**src/rtl/ising_axil_pkg.sv**
```systemverilog
// Shared response codes, FSM state types and cell range helper for the
// ising weight-array AXI4-Lite bridge.
package ising_axil_pkg;

    localparam logic [1:0] RESP_OKAY   = 2'b00;
    localparam logic [1:0] RESP_SLVERR = 2'b10;

    typedef enum logic [1:0] {
        W_IDLE   = 2'd0,
        W_STROBE = 2'd1,
        W_RESP   = 2'd2
    } w_state_t;

    typedef enum logic [1:0] {
        R_IDLE  = 2'd0,
        R_FETCH = 2'd1,
        R_DATA  = 2'd2
    } r_state_t;

    function automatic logic cell_in_range(input logic [63:0] idx, input int unsigned ncells);
        return idx < 64'(ncells);
    endfunction

endpackage

```
**src/rtl/cell_addr_decode.sv**
```systemverilog
// Word index to one-hot cell match plus in-range flag for an N x N array.
module cell_addr_decode
    import ising_axil_pkg::*;
#(
    parameter int N     = 8,
    parameter int IDX_W = 30
) (
    input  logic [IDX_W-1:0] idx,
    output logic [N*N-1:0]   match,
    output logic             in_range
);

    localparam int NCELLS = N * N;
    localparam int SEL_W  = (NCELLS > 1) ? $clog2(NCELLS) : 1;

    always_comb begin
        match    = '0;
        in_range = cell_in_range(64'(idx), NCELLS);
        if (in_range) begin
            match[idx[SEL_W-1:0]] = 1'b1;
        end
    end

endmodule

```
**src/rtl/ising_weight_axil.sv**
```systemverilog
// AXI4-Lite responder for the coupled-cell weight array: writes become one-cycle
// one-hot strobes, reads select a cell. Optional macro: WEIGHT_ONEHOT_CHECK_EN.
module ising_weight_axil
    import ising_axil_pkg::*;
#(
    parameter int N           = 8,
    parameter int NUM_WEIGHTS = 15,
    parameter int ADDR_W      = 32
) (
    input  logic                                     clk,
    input  logic                                     axi_rst,
    input  logic [ADDR_W-1:0]                        s_axi_awaddr,
    input  logic                                     s_axi_awvalid,
    output logic                                     s_axi_awready,
    input  logic [31:0]                              s_axi_wdata,
    input  logic [3:0]                               s_axi_wstrb,
    input  logic                                     s_axi_wvalid,
    output logic                                     s_axi_wready,
    output logic [1:0]                               s_axi_bresp,
    output logic                                     s_axi_bvalid,
    input  logic                                     s_axi_bready,
    input  logic [ADDR_W-1:0]                        s_axi_araddr,
    input  logic                                     s_axi_arvalid,
    output logic                                     s_axi_arready,
    output logic [31:0]                              s_axi_rdata,
    output logic [1:0]                               s_axi_rresp,
    output logic                                     s_axi_rvalid,
    input  logic                                     s_axi_rready,
    output logic                                     cell_wready,
    output logic [N*N-1:0]                           cell_wr_addr_match,
    output logic [31:0]                              cell_wdata,
    output logic [((N*N > 1) ? $clog2(N*N) : 1)-1:0] cell_rd_sel,
    input  logic [31:0]                              cell_rdata
);

    localparam int NCELLS = N * N;
    localparam int SEL_W  = (NCELLS > 1) ? $clog2(NCELLS) : 1;
    localparam int IDX_W  = ADDR_W - 2;

    w_state_t          w_state;
    r_state_t          r_state;
    logic              aw_held, w_held;
    logic [IDX_W-1:0]  aw_idx_q, aw_idx_nx, ar_idx;
    logic [31:0]       wdata_q, wdata_nx;
    logic [3:0]        wstrb_q, wstrb_nx;
    logic              aw_hs, w_hs, ar_hs, wr_go, wr_err, data_bad;
    logic              dec_in_range, rd_ok_q;
    logic [NCELLS-1:0] dec_match;
    logic              unused_bits;

`ifdef WEIGHT_ONEHOT_CHECK_EN
    function automatic logic weight_bad(input logic [31:0] d);
        return ($countones(d[NUM_WEIGHTS-1:0]) != 1) || (d[31:NUM_WEIGHTS] != '0);
    endfunction
`endif

    assign aw_hs     = s_axi_awvalid & s_axi_awready;
    assign w_hs      = s_axi_wvalid & s_axi_wready;
    assign ar_hs     = s_axi_arvalid & s_axi_arready;
    assign ar_idx    = s_axi_araddr[ADDR_W-1:2];

    // Channels captured this very cycle are used directly so the strobe lands one cycle later.
    assign aw_idx_nx = aw_hs ? s_axi_awaddr[ADDR_W-1:2] : aw_idx_q;
    assign wdata_nx  = w_hs ? s_axi_wdata : wdata_q;
    assign wstrb_nx  = w_hs ? s_axi_wstrb : wstrb_q;
    assign wr_go     = (aw_held | aw_hs) & (w_held | w_hs);

    always_comb begin
`ifdef WEIGHT_ONEHOT_CHECK_EN
        data_bad = weight_bad(wdata_nx);
`else
        data_bad = 1'b0;
`endif
    end

    assign wr_err      = !dec_in_range || (wstrb_nx != 4'hF) || data_bad;
    assign unused_bits = ^{s_axi_awaddr[1:0], s_axi_araddr[1:0], wdata_nx[31:NUM_WEIGHTS]};

    cell_addr_decode #(
        .N     (N),
        .IDX_W (IDX_W)
    ) u_wr_decode (
        .idx      (aw_idx_nx),
        .match    (dec_match),
        .in_range (dec_in_range)
    );

    always_ff @(posedge clk) begin
        if (aw_hs) aw_idx_q <= s_axi_awaddr[ADDR_W-1:2];
        if (w_hs) begin
            wdata_q <= s_axi_wdata;
            wstrb_q <= s_axi_wstrb;
        end
    end

    // Write path: capture AW/W -> one strobe cycle -> response
    always_ff @(posedge clk or posedge axi_rst) begin
        if (axi_rst) begin
            w_state            <= W_IDLE;
            aw_held            <= 1'b0;
            w_held             <= 1'b0;
            s_axi_awready      <= 1'b1;
            s_axi_wready       <= 1'b1;
            s_axi_bvalid       <= 1'b0;
            s_axi_bresp        <= RESP_OKAY;
            cell_wready        <= 1'b0;
            cell_wr_addr_match <= '0;
            cell_wdata         <= '0;
        end else begin
            case (w_state)
                W_IDLE: begin
                    if (aw_hs) begin
                        aw_held       <= 1'b1;
                        s_axi_awready <= 1'b0;
                    end
                    if (w_hs) begin
                        w_held       <= 1'b1;
                        s_axi_wready <= 1'b0;
                    end
                    if (wr_go) begin
                        w_state            <= W_STROBE;
                        cell_wready        <= !wr_err;
                        cell_wr_addr_match <= wr_err ? '0 : dec_match;
                        cell_wdata         <= 32'(wdata_nx[NUM_WEIGHTS-1:0]);
                        s_axi_bresp        <= wr_err ? RESP_SLVERR : RESP_OKAY;
                    end
                end
                W_STROBE: begin
                    cell_wready        <= 1'b0;
                    cell_wr_addr_match <= '0;
                    s_axi_bvalid       <= 1'b1;
                    w_state            <= W_RESP;
                end
                W_RESP: begin
                    if (s_axi_bready) begin
                        s_axi_bvalid  <= 1'b0;
                        s_axi_awready <= 1'b1;
                        s_axi_wready  <= 1'b1;
                        aw_held       <= 1'b0;
                        w_held        <= 1'b0;
                        w_state       <= W_IDLE;
                    end
                end
                default: w_state <= W_IDLE;
            endcase
        end
    end

    // Read path: capture AR -> select cell -> register data
    always_ff @(posedge clk or posedge axi_rst) begin
        if (axi_rst) begin
            r_state       <= R_IDLE;
            s_axi_arready <= 1'b1;
            s_axi_rvalid  <= 1'b0;
            s_axi_rdata   <= '0;
            s_axi_rresp   <= RESP_OKAY;
            cell_rd_sel   <= '0;
            rd_ok_q       <= 1'b0;
        end else begin
            case (r_state)
                R_IDLE: begin
                    if (ar_hs) begin
                        s_axi_arready <= 1'b0;
                        cell_rd_sel   <= ar_idx[SEL_W-1:0];
                        rd_ok_q       <= cell_in_range(64'(ar_idx), NCELLS);
                        r_state       <= R_FETCH;
                    end
                end
                R_FETCH: begin
                    s_axi_rdata  <= rd_ok_q ? cell_rdata : 32'd0;
                    s_axi_rresp  <= rd_ok_q ? RESP_OKAY : RESP_SLVERR;
                    s_axi_rvalid <= 1'b1;
                    r_state      <= R_DATA;
                end
                R_DATA: begin
                    if (s_axi_rready) begin
                        s_axi_rvalid  <= 1'b0;
                        s_axi_arready <= 1'b1;
                        r_state       <= R_IDLE;
                    end
                end
                default: r_state <= R_IDLE;
            endcase
        end
    end

endmodule

```
**config.mk**
```make
export PLATFORM = sky130hd
export DESIGN_NAME = ising_weight_axil
export DESIGN_NICKNAME = d
export VERILOG_FILES = /design/src/rtl/ising_axil_pkg.sv /design/src/rtl/cell_addr_decode.sv /design/src/rtl/ising_weight_axil.sv
export SDC_FILE = /design/constraint.sdc
export NUM_CORES = 1
export LEC_CHECK = 0
export CAP_MARGIN = 30
export CORE_ASPECT_RATIO = 0.8
export CORE_MARGIN = 2
export CORE_UTILIZATION = 44
export DETAILED_ROUTE_END_ITERATION = 8
export PLACE_DENSITY = 0.77
export SLEW_MARGIN = 20
export SYNTH_ARGS = -nofsm -noshare
export SYNTH_HDL_FRONTEND = slang
export SYNTH_SLANG_ARGS = --single-unit
export TNS_END_PERCENT = 50
```
**constraint.sdc**
```tcl
create_clock -name clk -period 5.5 [get_ports clk]
set_input_delay 0.55 -clock clk [delete_from_list [all_inputs] [get_ports clk]]
set_output_delay 0.55 -clock clk [all_outputs]
set_load 0.03 [all_outputs]
```
# Word-level counts from Yosys, hierarchy flattened

Cells that the tools add are included.

$add $sub $neg: 0
Multiply operators: 0
Div/mod/pow operators: 0
Magnitude comparators: 4
Equality and inequality tests: 11
Shift-type cells: 0
Muxes and demuxes: 36
Bitwise operators: 6
Reduce and logical (&&, ||, !) cells: 21

Operators by type and width:

| operator                                                     | count |
|---|---|
| two-way mux 64 bit                                           | 3 |
| case mux 64 bit (2 select lines)                             | 1 |
| less-than comparator 30 x 7 -> 1 bit (second input constant) | 2 |
| two-way mux 32 bit                                           | 1 |
| two-way mux 30 bit                                           | 1 |
| case mux 1 bit (2 select lines)                              | 8 |
| two-way mux 15 bit                                           | 1 |
| AND reduction 2 bit                                          | 7 |
| two-way mux 2 bit                                            | 6 |
| != test 2 bit (second input constant)                        | 6 |
| case mux 2 bit (3 select lines)                              | 2 |
| two-way mux 1 bit                                            | 11 |
| nonzero test 2 bit                                           | 5 |
| AND reduction 3 bit                                          | 3 |
| less-than comparator 6 x 7 -> 1 bit (second input constant)  | 1 |
| demux 1 bit (select 6 bit)                                   | 1 |
| >= comparator 6 x 1 -> 1 bit (second input constant)         | 1 |
| bitwise AND 1 bit                                            | 4 |
| equality test 2 x 1 -> 1 bit (second input constant)         | 2 |
| equality test 2 bit (second input constant)                  | 2 |
| zero test 2 bit                                              | 2 |
| two-way mux 4 bit                                            | 1 |
| != test 4 bit (second input constant)                        | 1 |
| zero test 1 bit                                              | 2 |
| 3 further kinds                                              | 4 |

Bits in registers: 183
Latch bits: 0
Bits in writable memories: 0
Bits in read-only memories: 0
Input bits: 139
Logic and storage cells: 98
Memories: 0

# Depth between registers and ports, before layout

Gate-level depths: netlist of the first run.

Depth after elaboration: 10
Depth in mapped cells: 8
Gate-level depth less buffers: 6

# Cells and area by module

Synthesis of the first run repeated with hierarchy kept, for this count alone.

Cells, all modules: 646
Area total of the unflattened synthesis: 7639.8 um^2

Modules (own cells, without submodules):

| module            | times used | cells an instance | area an instance (um^2) |
|---|---|---|---|
| ising_weight_axil | 1          | 529               | 6711.4 |
| cell_addr_decode  | 1          | 117               | 928.4 |

# Least setup slack after synthesis of the first run

Ideal clock, no wire load.

Path type: register to register
From: register s_axi_awready
To: register cell_wr_addr_match[33]
Arrival time: 2.194 ns
Slack: 3.229 ns
Cell stages (with the launch flop): 7
Path buffers: 1
Period minus slack after synthesis: 2.271 ns
Cells stage by stage: dfstp_2 buf_4 nand2_2 a2111o_1 a2111oi_4 nand4_1 o21ai_1

Word-level cells in the longest chain between the ends: 10

RTL lines:

| element                                                                                                   | line                     | text |
|---|---|---|
| from (decl)                                                                                               | ising_weight_axil.sv:14  | `output logic s_axi_awready,` |
| from (signal assigned)                                                                                    | ising_weight_axil.sv:102 | `s_axi_awready <= 1'b1;` |
| from (signal assigned)                                                                                    | ising_weight_axil.sv:114 | `s_axi_awready <= 1'b0;` |
| from (signal assigned)                                                                                    | ising_weight_axil.sv:137 | `s_axi_awready <= 1'b1;` |
| bitwise AND 1 bit (*)                                                                                     | ising_weight_axil.sv:57  | `assign aw_hs = s_axi_awvalid & s_axi_awready;` |
| two-way mux 30 bit                                                                                        | -                        |  |
| less-than comparator 6 x 7 -> 1 bit (not written as such) or >= comparator 6 x 1 -> 1 bit (tied branches) | cell_addr_decode.sv:20   | `match[idx[SEL_W-1:0]] = 1'b1;` |
| logical AND 1 bit (not written as such)                                                                   | cell_addr_decode.sv:20   |  |
| two-way mux 1 bit (not written as such)                                                                   | cell_addr_decode.sv:20   |  |
| demux 1 bit (select 6 bit)                                                                                | -                        |  |
| two-way mux 64 bit                                                                                        | cell_addr_decode.sv:19   | `if (in_range) begin` |
| two-way mux 64 bit                                                                                        | ising_weight_axil.sv:123 | `cell_wr_addr_match <= wr_err ? '0 : dec_match;` |
| two-way mux 64 bit                                                                                        | ising_weight_axil.sv:120 | `if (wr_go) begin` |
| case mux 64 bit (2 select lines)                                                                          | ising_weight_axil.sv:110 | `case (w_state)` |
| to (signal assigned)                                                                                      | ising_weight_axil.sv:123 |  |
| to (decl)                                                                                                 | ising_weight_axil.sv:30  | `output logic [N*N-1:0] cell_wr_addr_match,` |

Every way passes the cells marked *; elsewhere a longest branch is shown, timed or not. The select of a mux whose other input is x is not followed.
A chain may end at the register's enable or synchronous reset.

# Worst setup path after layout of the first run

From: input s_axi_awvalid
To: register cell_wr_addr_match[59]

Word-level cells in the longest chain between the ends: 10

RTL lines:

| element                                                                                                   | line                     | text |
|---|---|---|
| from (decl)                                                                                               | ising_weight_axil.sv:13  | `input logic s_axi_awvalid,` |
| bitwise AND 1 bit (*)                                                                                     | ising_weight_axil.sv:57  |  |
| two-way mux 30 bit                                                                                        | -                        |  |
| less-than comparator 6 x 7 -> 1 bit (not written as such) or >= comparator 6 x 1 -> 1 bit (tied branches) | cell_addr_decode.sv:20   |  |
| logical AND 1 bit (not written as such)                                                                   | cell_addr_decode.sv:20   |  |
| two-way mux 1 bit (not written as such)                                                                   | cell_addr_decode.sv:20   |  |
| demux 1 bit (select 6 bit)                                                                                | -                        |  |
| two-way mux 64 bit                                                                                        | cell_addr_decode.sv:19   |  |
| two-way mux 64 bit                                                                                        | ising_weight_axil.sv:123 |  |
| two-way mux 64 bit                                                                                        | ising_weight_axil.sv:120 |  |
| case mux 64 bit (2 select lines)                                                                          | ising_weight_axil.sv:110 |  |

Marked as above.

==> results.yml, run 1 <==
die:
  ioPinCount: 283
  dieArea_sq_um: 17500
  die_y_microns: 119
  die_x_microns: 148
  rows: 41
  core_sq_um: 16000
  start_util_pct: 45.5
synthesis:
  synthFlopType: "dfrtp_1"
  yosys_warnings: 0
  synth_area_sq_um: 7260
  yosysMostFrequentCell: "nand2_1"
  synth_edf_count: 0
  synth-seq-area-share_pct: 59.1
  synthArstFlopShare_pct: 72.9
  synth_area_leaders: "dfrtp_1, dfxtp_1, nand2_1"
  yosys.cell_types.count: 47
  synthCells: 732
  synth_common_cells: "nand2_1, dfrtp_1, o21ai_0, dfxtp_1, mux2_2"
  synth.top_cell.area_share_pct: 44.5
  avgSynthCellArea_sq_um: 9.91
  yosysTopAreaCell: "dfrtp_1"
  ys_ff_latch: 181
routing:
  vias: 5983
  via_per_inst: 5.02
  routed_wl_mm: 19.1
  drt_first_pass_iters: 5
  antenna_left: 0
  wire_per_inst_microns: 16.0
  drtIter0Drc: 346
  drc_errors: 0
pwr:
  power_frac_seq_pct: 37.2
  leakage_nw: 4.52
  vdd_drop_max_v: 0.000391
  p_total_mw: 5.38
  power.switching_mw: 2.02
  power.internal_mw: 3.35
  p_comb_share_pct: 38.9
  power_density_nw_per_um2: 514
  p_sw_share_pct: 37.6
  pwr-share-clk_pct: 23.9
clock_network:
  clockBufferDepth: 2
  clk_latency_ps: 440
  clkTransAtPathRegs_ps: 70
  cts_hold_buf: 0
  cts.sinks: 181
  cts_resized: 0
  tritoncts: "built"
  post_cts_buffers: 0
  numCtsBuffers: 17
  htree_levels: 4
  root_buffer: "clkbuf_16"
timing:
  worst_slew_pin_slew_ps: 897
  maxSlewHeadroom_pct: 38.5
  finalSetupTns_ps: 0
  fmax_mhz: 305
  period_needed_ps: 3270
  fin_crit_sh_pct: 59.5
  final-hold-violation-count: 0
  maxSlewViolCount: 0
  rsz0062_at_grt: "false"
  setup_viol_count_final: 0
  fin_skew_ps: 9.92
hold_path:
  min_path_cells: 2
  min-delay-start: "aw_idx_q[19]"
  hp-class: "reg -> reg"
worst_setup_path:
  required_ps: 5840
  crit_path_max_fanout: 35
  start_kind: "primary input"
  ff2ff_setup_slack_ps: 2460
  reg2reg_depth: 5
  startpoint: "s_axi_awvalid"
  critPathArrivalTime_ps: 3620
  r2r-start: "s_axi_awready"
  path_class: "in -> reg"
  end_kind: "flop"
grt:
  grt_pass1_vias: 6016
  antenna_found_initial: 0
  grt_pass1_wl_mm: 30.6
  grt_use_total_pct: 22.3
  grt_max_degree: 88
  grt-ovfl-total: 0
outcome:
  status: "finished clean"
cells_and_area:
  utilization_pct: 65.5
  fin_nets: 1103
  fillers: 1288
  drive_gt1_share_pct: 9.11
  n_antenna_cell: 0
  area_delta_synth_final_pct: 44.1
job:
  max_cap_viol_count: 0
placed_design:
  place.gp.congestion: 0.797
  io_buffers: 242
  dp_hpwl_mm: 13.7
-- through the flow --
| stage | instances | hold WS (ps) | worst slack, ps | instance area [sq um] |
|---|---|---|---|---|
| 6_report | 1192 | 442 | 2230 | 10500 |
| 5_1_grt | 1192 | 460 | 1960 | 10500 |
| 4_1_cts | 1191 | 444 | 2250 | 10400 |
| 3_5_place_dp | 1159 | 433 | 1790 | 9820 |
| 3_3_place_gp | 1158 | 429 | 1850 | 9790 |
| 2_1_floorplan | 750 | 417 | 1430 | 7320 |
-- path summary, 6_finish.rpt --
| kind | endpoint |
|---|---|
| worst max-delay path | cell_wr_addr_match[59] |
| max in group asynchronous | cell_wr_addr_match[56] |
| worst max register to register | cell_wr_addr_match[59] |
| worst min-delay path | aw_idx_q[19] |
| min in group asynchronous | cell_wdata[1] |
| worst min register to register | aw_idx_q[19] |
-- critical path, stage by stage --
cell and delay, ps:
clkdlybuf4s50_1 720, nand2_2 540, a2111o_1 650, nor4_2 460
nand4_1 390, o21ai_0 300
-- sequential cells by signal, indices dropped and copies added (netlist names), 2 cells and up --
signal / cells
cell_wdata: 15
r_state: 2
s_axi_rdata: 32
wdata_q: 15
cell_rd_sel: 6
aw_idx_q: 30
cell_wr_addr_match: 64
w_state: 2
wstrb_q: 4
-- logic make-up after synthesis --
family                 share of synthesized area (%)
AND/OR/NAND/NOR                                 18.2
AO/OA/AOI/OAI                                   11.0
flip-flops                                      59.1
multiplexers                                    6.86
buffers and inverters                           4.79
other                                         0.0517
-- layout by cell type, fill, tap and decap left out, drive strengths merged, types with 4 or more instances in the layout --
master           n
clkdlybuf4s50  242
mux2i            7
nand4            8
conb            19
o21ai          105
a22o             6
and2             5
dfxtp           49
nand2          211
clkbuf          20
mux2            38
nor2            12
a21oi            8
nand3           22
nand3b           4
nor4            15
buf              6
and3             7
inv             22
dfrtp          129
-- layer usage --
| metal | wire length [microns] | global-route usage [%] | part of all wire, % |
|---|---|---|---|
| met5 | 0 | 0 | 0 |
| met1 | 8100 | 28.0 | 42 |
| met4 | 350 | 8.17 | 1.8 |
| met3 | 1430 | 7.09 | 7.5 |
| met2 | 9230 | 36.3 | 48 |
-- cell type report --
class                           count  area (sq um)  share of cell area (%)
Timing Repair Buffer              248          2490                    23.8
Tap cell                          215           269                    2.57
Multi-Input combinational cell    499          2720                    26.0
Inverter                           17          68.8                   0.658
Clock buffer                       20           457                    4.37
Sequential cell                   181          4290                    41.0
Clock inverter                     12           166                    1.59
-- power groups by stage --
stage,registers [mW],logic [mW],clock network (mW)
floorplan,2.38,0.909,0
global placement,2.02,2.02,0
detailed placement,2.02,2.08,0
CTS,2.00,2.10,1.30
global route,2.05,2.27,1.36
finish,2.00,2.09,1.28
(Power assumes the default switching activity.)
==> run 2, diff against run 1 <==
==> constraint.sdc (replaced) <==
create_clock -name clk -period 3.1 [get_ports clk]
set_input_delay 0.31 -clock clk [delete_from_list [all_inputs] [get_ports clk]]
set_output_delay 0.31 -clock clk [all_outputs]
set_load 0.03 [all_outputs]
==> run 2 against run 1 <==
- sequential power grew 78%
- worst setup slack lost 1700 ps
- register-to-register slack lost 1900 ps
- clock skew shrank 2.6 ps
- die area is the same
- power grew 78%
- cell area grew 0.84%
- cell count grew 0.76%
- clock power grew 74%
- global-route usage grew 0.39 points
==> results.yml, run 2 (same netlist as run 1, synthesis figures left out) <==
clock_network:
  numCtsBuffers: 17
  root_buffer: "clkbuf_16"
  clk_latency_ps: 420
  post_cts_buffers: 0
  tritoncts: "built"
  clockBufferDepth: 2
  cts_hold_buf: 0
  clkTransAtPathRegs_ps: 70
  htree_levels: 4
  cts_resized: 0
  cts.sinks: 181
cells_and_area:
  multi_input_area_sq_um: 2710
  largest_reg_flops: 64
  regMostFlops: "cell_wr_addr_match"
  regArea_sq_um: 4290
  n_antenna_cell: 0
  drive_gt1_share_pct: 9.84
  utilization_pct: 66.1
  fin_area_sq_um: 10500
  fin_cells: 1201
  largestRegisters: "cell_wr_addr_match x64, s_axi_rdata x32, aw_idx_q x30"
  fillers: 1242
  final_cell_mix: "clkdlybuf4s50_1, nand2_1, dfrtp_1, o21ai_0, dfxtp_1"
  fin_nets: 1112
  final_common_cell: "clkdlybuf4s50_1"
  area_delta_synth_final_pct: 45.3
pwr:
  vdd_drop_max_v: 0.000653
  power_frac_seq_pct: 37.2
  leakage_nw: 4.56
  power_density_nw_per_um2: 907
  pwr-share-clk_pct: 23.3
  power.switching_mw: 3.55
  p_comb_share_pct: 39.5
  p_sw_share_pct: 37.1
  power.internal_mw: 6.01
  p_total_mw: 9.56
worst_setup_path:
  end_kind: "flop"
  start_kind: "flop"
  path_class: "reg -> reg"
  crit_path_max_fanout: 18
  critPathArrivalTime_ps: 2880
  required_ps: 3430
  ff2ff_setup_slack_ps: 550
timing:
  maxSlewHeadroom_pct: 58.4
  maxSlewViolCount: 0
  finalSetupTns_ps: 0
  final-hold-violation-count: 0
  setup_viol_count_final: 0
  fin_crit_sh_pct: 82.4
  fmax_mhz: 392
  layout_setup_ws_ps: 546
  fin_skew_ps: 7.29
  worst_slew_pin_slew_ps: 609
  whs_ps: 226
  rsz0062_at_grt: "false"
  period_needed_ps: 2550
die:
  ioPinCount: 283
  core_sq_um: 16000
  die_x_microns: 148
  die_y_microns: 119
  start_util_pct: 45.5
  dieArea_sq_um: 17500
  rows: 41
grt:
  antenna_found_initial: 1
  grt_pass1_wl_mm: 31.4
  grt_pass1_vias: 6204
  grt-ovfl-total: 0
  grt_use_total_pct: 22.7
  grt_max_degree: 91
routing:
  drtIter0Drc: 364
  drt_first_pass_iters: 5
  via_per_inst: 5.00
  wire_per_inst_microns: 15.9
  drc_errors: 0
  routed_wl_mm: 19.1
  antenna_left: 0
  vias: 6003
hold_path:
  hp-class: "in -> async"
job:
  max_cap_viol_count: 0
placed_design:
  dp_hpwl_mm: 14.1
  place_inst: 1168
  dpl-instance-area_sq_um: 9910
  dp_slack_ps: 157
  place.gp.congestion: 0.818
  io_buffers: 242
outcome:
  status: "finished clean"
[run 2: cell types whose count changed in the layout (fill, tap and decap cells not counted), sizes merged]
cell and delta:
buf +9, inv -3, clkinvlp +2, clkbuf +1
[run 2: final timing paths]
path / from / cells past startpoint / to
min in group clk: cell_rdata[20] / 3 / s_axi_rdata[20]
setup reg to reg: s_axi_awready / 7 / cell_wr_addr_match[61]
setup / recovery: s_axi_awready / 7 / cell_wr_addr_match[61]
max in group asynchronous: axi_rst / 3 / cell_wr_addr_match[40]
hold reg to reg: aw_idx_q[22] / 2 / aw_idx_q[22]
hold / removal: axi_rst / 2 / cell_rd_sel[1]
[run 2: area by class of cell]
type,instances,area share [%]
clock buffer,21,4.46
clock inverter,11,1.38
inverter,17,0.641
multi-input combinational,499,25.7
sequential,181,40.7
tap,215,2.55
timing repair buffer,257,24.6
[run 2: worst max-delay path: stages (launching register included)]
cell	delay (ps)
dfstp_2	660
and2_1	270
buf_4	210
nand3_1	120
a2111oi_4	320
buf_4	250
nand4_1	320
o21ai_0	310
[run 2: per-layer routing]
metal	up-vias	global-route usage, %	routed length (microns)
li1	2933	-	-
met1	2810	27.6	7840
met5	-	0	9
met4	2	7.33	330
met2	227	37.8	9280
met3	31	8.12	1620
[run 2: power by group through the flow]
stage	registers, mW	logic [mW]	clock network, mW
final	3.56	3.77	2.23
after global routing	3.66	4.09	2.37
after CTS	3.57	3.80	2.27
after detailed placement	3.60	3.78	0
after global placement	3.58	3.68	0
after floorplan	4.23	1.61	0
==> run 3, diff against run 2 <==
==> constraint.sdc (replaced) <==
create_clock -name clk -period 2.4 [get_ports clk]
set_input_delay 0.24 -clock clk [delete_from_list [all_inputs] [get_ports clk]]
set_output_delay 0.24 -clock clk [all_outputs]
set_load 0.03 [all_outputs]
==> run 3 against run 2 <==
- global-route usage is 0.39 points lower
- routed wire length is 0.31% higher
- largest cell class unchanged
- largest power group unchanged
- critical endpoint is now cell_wr_addr_match[32]
- highest routed layer is now met4
- cell area is 1.8% higher
- non-clock buffer count is 25 higher
- sequential cell count stayed put
- critical path depth stayed put
- cell count is 2.1% higher
- combinational power is 36% higher
- die area stayed put
- worst setup slack worse by 390 ps
==> results.yml, run 3 (same netlist as run 1, synthesis figures left out) <==
worst_setup_path:
  critPathArrivalTime_ps: 2580
  crit_path_frequent_cell: "buf_12"
  worstPathBufferInverterCount: 2
  cp_slowest_cell: "dfstp_2"
  end_kind: "flop"
  required_ps: 2740
  start_kind: "flop"
  path_class: "reg -> reg"
  crit_chain: "and2_1, buf_12, nand3_1, a2111oi_4, buf_12, nand2_1, o21ai_0"
  max_stage_delay_ps: 640
  startpoint: "s_axi_awready"
  crit_path_max_fanout: 18
  r2r-start: "s_axi_awready"
  path_delay_family: "flip-flops"
die:
  ioPinCount: 283
  start_util_pct: 45.5
  rows: 41
  core_sq_um: 16000
  die_x_microns: 148
  die_y_microns: 119
  dieArea_sq_um: 17500
routing:
  drtIter0Drc: 333
  drc_errors: 0
  vias: 6090
  drt_first_pass_iters: 4
  wl_met2_mm: 9.35
  drt-met1-wl_mm: 7.97
  via_per_inst: 4.97
  met3_length_mm: 1.56
  antenna_left: 0
  wire_per_inst_microns: 15.6
  highest_layer: "met4"
  routed_wl_mm: 19.1
pwr:
  power.switching_mw: 4.78
  p_comb_share_pct: 41.2
  vdd_drop_max_v: 0.000841
  p_sw_share_pct: 38.4
  power.internal_mw: 7.69
  leakage_nw: 4.68
  power_density_nw_per_um2: 1160
  power_frac_seq_pct: 36.3
  pwr-share-clk_pct: 22.5
cells_and_area:
  final_common_cell: "clkdlybuf4s50_1"
  area_delta_synth_final_pct: 47.9
  n_antenna_cell: 0
  fillers: 1239
  drive_gt1_share_pct: 12.3
  largest_reg_flops: 64
  fin_cells: 1226
  final_cell_mix: "clkdlybuf4s50_1, nand2_1, dfrtp_1, o21ai_0, dfxtp_1"
  regMostFlops: "cell_wr_addr_match"
  largestRegisters: "cell_wr_addr_match x64, s_axi_rdata x32, aw_idx_q x30"
  fin_nets: 1137
clock_network:
  tritoncts: "built"
  clockBufferDepth: 2
  cts.sinks: 181
  clkTransAtPathRegs_ps: 80
  cts_hold_buf: 0
  clk_latency_ps: 430
  post_cts_buffers: 0
  numCtsBuffers: 17
  htree_levels: 4
  root_buffer: "clkbuf_16"
  cts_resized: 0
placed_design:
  dp_hpwl_mm: 14.3
  place.gp.congestion: 0.827
  place_inst: 1194
  io_buffers: 242
  dp_slack_ps: -107
timing:
  fin_crit_sh_pct: 93.4
  layout_setup_ws_ps: 159
  maxSlewViolCount: 0
  maxSlewHeadroom_pct: 63.1
  period_needed_ps: 2240
  fin_skew_ps: 16.1
  worst_slew_pin_slew_ps: 553
  fmax_mhz: 446
  final-hold-violation-count: 0
  setup_viol_count_final: 0
  rsz0062_at_grt: "false"
grt:
  antenna_found_initial: 0
  grt_use_total_pct: 22.3
  grt_max_degree: 68
  grt_pass1_wl_mm: 30.9
  grt-ovfl-total: 0
  grt_pass1_vias: 6121
job:
  max_cap_viol_count: 0
hold_path:
  hp-class: "in -> async"
outcome:
  status: "finished clean"
[run 3: cell count changes in the layout (fill, tap and decap cells not counted), sizes merged]
cell / change
buf: +25
clkinv: +1
bufinv: -2
clkbuf: -4
inv: +5
[run 3: layout make-up]
cell class                      count  area, sq um  share of cell area, %
Tap cell                          215          269                   2.51
Sequential cell                   181         4290                   39.9
Inverter                           17         67.6                  0.629
Timing Repair Buffer              282         2800                   26.1
Clock buffer                       17          425                   3.96
Multi-Input combinational cell    499         2710                   25.2
Clock inverter                     15          178                   1.66
[run 3: path summary, 6_finish.rpt]
path / to / slack, ps / depth (start not counted)
min in group clk: s_axi_rdata[28] / 360 / 3
min: cell_wdata[2] / 190 / 2
max in group asynchronous: s_axi_wready / 1550 / 3
max: cell_wr_addr_match[32] / 160 / 7
min reg2reg: aw_idx_q[14] / 450 / 2
max reg2reg: cell_wr_addr_match[32] / 160 / 7
[run 3: power by group through the flow]
| stage | sequential [mW] | combinational [mW] | clock, mW |
|---|---|---|---|
| 6_report | 4.52 | 5.14 | 2.81 |
| 3_3_place_gp | 4.53 | 5.07 | 0 |
| 3_5_place_dp | 4.57 | 5.15 | 0 |
| 2_1_floorplan | 5.46 | 2.08 | 0 |
| 5_1_grt | 4.64 | 5.56 | 2.99 |
| 4_1_cts | 4.53 | 5.19 | 2.86 |
[run 3: routing by layer]
layer	vias to the layer above	global-route usage [%]
li1	2978	-
met1	2868	28.0
met5	-	0
met2	223	36.8
met3	21	7.82
met4	0	5.89
[run 3: per-stage QoR]
stage	setup TNS, ps	total power, mW	utilization [%]	cell area [sq um]	hold WS (ps)
finish	0	12.5	67.3	10700	190
global route	0	13.2	67.3	10700	247
global placement	-1330	9.60	63.5	10100	433
detailed placement	-4340	9.73	63.5	10100	436
floorplan	0	7.54	-	7330	339
CTS	0	12.6	67.3	10700	189
==> variant: new RTL, settings of run 3 <==
Encoding of `w_state_t`: now one-hot (3 bits for 3 states).
--- a/src/rtl/ising_axil_pkg.sv
+++ b/src/rtl/ising_axil_pkg.sv
@@ -5,10 +5,10 @@
     localparam logic [1:0] RESP_OKAY   = 2'b00;
     localparam logic [1:0] RESP_SLVERR = 2'b10;
 
-    typedef enum logic [1:0] {
-        W_IDLE   = 2'd0,
-        W_STROBE = 2'd1,
-        W_RESP   = 2'd2
+    typedef enum logic [2:0] {
+        W_IDLE   = 3'b001,
+        W_STROBE = 3'b010,
+        W_RESP   = 3'b100
     } w_state_t;
 
     typedef enum logic [1:0] {
Formal check against the unedited RTL: no difference found for any inputs over 4 cycles, from zero or initial values and one cycle with axi_rst high; so few cycles prove little.
==> variant against run 3 <==
  * Core utilization shrank 0.43 points
  * Clock skew down 0.0063 ns
  * Area after synthesis grew 0.88%
  * Cell area increased by 2.1%
  * Via count increased by 0.20%
  * First-iteration DRC count up 3.0%
  * Fmax grew 0.81%
  * Synthesized cell count is 3.8% lower
  * Sequential cell count rose by 1
  * Count of clock-buffer cells in the layout is 2 higher
  * Wire length hardly changed
  * Worst setup slack better by 0.018 ns
Power is not compared: it rests on default switching activity, and its combinational part moved more than twofold at a synthesized area within 25%.
==> variant: results <==
[timing]
skew_ns = 0.00981
worst_slew_pin_slew_ns = 0.679

[layout]
final_nets = 1116
fillers = 1285
reg_top3 = "cell_wr_addr_match: 64 flops, s_axi_rdata: 32 flops, aw_idx_q: 30 flops"
final-seq-area_um2 = 4310
layout-drive-gt1-share_pct = 12.8

[placed_design]
dpl_cell_area_um2 = 10300
place.gp.congestion = 0.797
port_buffers = 242
hpwl_mm = 13.9
placed_cells = 1178

[synth]
yosys_warnings = 0
synth.area.top_cells = "dfrtp_1 (44%), dfxtp_1 (13%), nand2_1 (9.9%)"
ys_types = 47
ys_seq_area_share_pct = 58.9
synthCells = 704
ys_top_cells_by_count = "nand2_1 (194), dfrtp_1 (129), a22o_1 (65), dfxtp_1 (49), o21ai_0 (43)"
ys_async_sr_fraction_pct = 73.1
ys.flop_type = "dfrtp_1"

[worst_setup_path]
worstPathArrival_ns = 2.58
slowest_delay_ns = 0.62
path_max_fanout = 10

[global_route]
grt_pass1_wl_mm = 31.1
grt_max_degree = 65
use_met2_pct = 35.2
track_usage_pct = 22.3
grt_use_met1_pct = 29.2
gr-total-overflow = 0
gr-usage-met3_pct = 6.74

[pwr]
ir_drop_v = 0.000628

[status]
status = "complete, no violations"

[clock_network]
cts_buffers = 17
clk_path_buf_depth = 2
postCtsSetupBuffers = 0
cts_resized = 0

[drt]
wl_per_cell_um = 15.8
wirelength_mm = 19.2
drt-pass1-iter-count = 7
drt-initial-drc-count = 343
dr_total_vias = 6102
==> variant: cell families (layout without fill, tap and decap cells) <==
kind of cell	Yosys count	after routing	synth area share [%]
other	1	19	0.0512
buffers and inverters	69	337	4.92
and+or+nand+nor	288	288	18.5
DFF	182	182	58.9
muxes	26	26	3.95
AOI/OAI and AO/OA	138	138	13.7
==> variant: layer usage <==
metal / share of wire (%) / vias up
li1: - / 2959
met1: 43 / 2896
met2: 47 / 217
met3: 7.6 / 30
met4: 2.1 / 0
met5: 0 / -
==> variant: path summary, 6_finish.rpt <==
| path | from | end | slack [ns] | cells past startpoint |
|---|---|---|---|---|
| setup reg to reg | s_axi_awready | cell_wr_addr_match[45] | 0.18 | 6 |
| hold reg to reg | aw_idx_q[11] | aw_idx_q[11] | 0.44 | 2 |
| max in group asynchronous | axi_rst | s_axi_awready | 1.46 | 3 |
| min in group clk | cell_rdata[13] | s_axi_rdata[13] | 0.37 | 3 |
| setup / recovery | s_axi_awready | cell_wr_addr_match[45] | 0.18 | 6 |
| hold / removal | axi_rst | cell_rd_sel[5] | 0.26 | 2 |
==> variant: metrics by stage <==
| stage | setup slack (ns) | power (mW) | hold WS, ns | TNS [ns] |
|---|---|---|---|---|
| after floorplan | 0.194 | 5.07 | 0.339 | 0 |
| after global placement | 0.0167 | 6.20 | 0.432 | 0 |
| after detailed placement | -0.0130 | 6.26 | 0.434 | -0.0275 |
| after CTS | 0.152 | 9.36 | 0.270 | 0 |
| after global routing | 0.00487 | 9.69 | 0.312 | 0 |
| final | 0.177 | 9.29 | 0.257 | 0 |
==> variant: layout make-up <==
class	count	share of cell area [%]
Tap cell	220	2.51
Multi-Input combinational cell	471	24.9
Timing Repair Buffer	291	26.7
Clock inverter	13	1.99
Clock buffer	19	4.04
Sequential cell	182	39.4
Inverter	14	0.514
==> variant: worst max-delay path, delay by kind of cell (launching register included) <==
kind            cells  cell delay (ns)
flops               1             0.62
buf+inv             1             0.17
simple gates        3             1.00
compound gates      2             0.37
==> variant: power groups by stage <==
stage / Sequential, mW / Clock [mW] / Combinational (mW)
3_3_place_gp: 3.75 / 0 / 2.45
3_5_place_dp: 3.77 / 0 / 2.49
4_1_cts: 3.72 / 3.14 / 2.50
6_report: 3.71 / 3.09 / 2.48
2_1_floorplan: 4.49 / 0 / 0.585
5_1_grt: 3.77 / 3.28 / 2.64
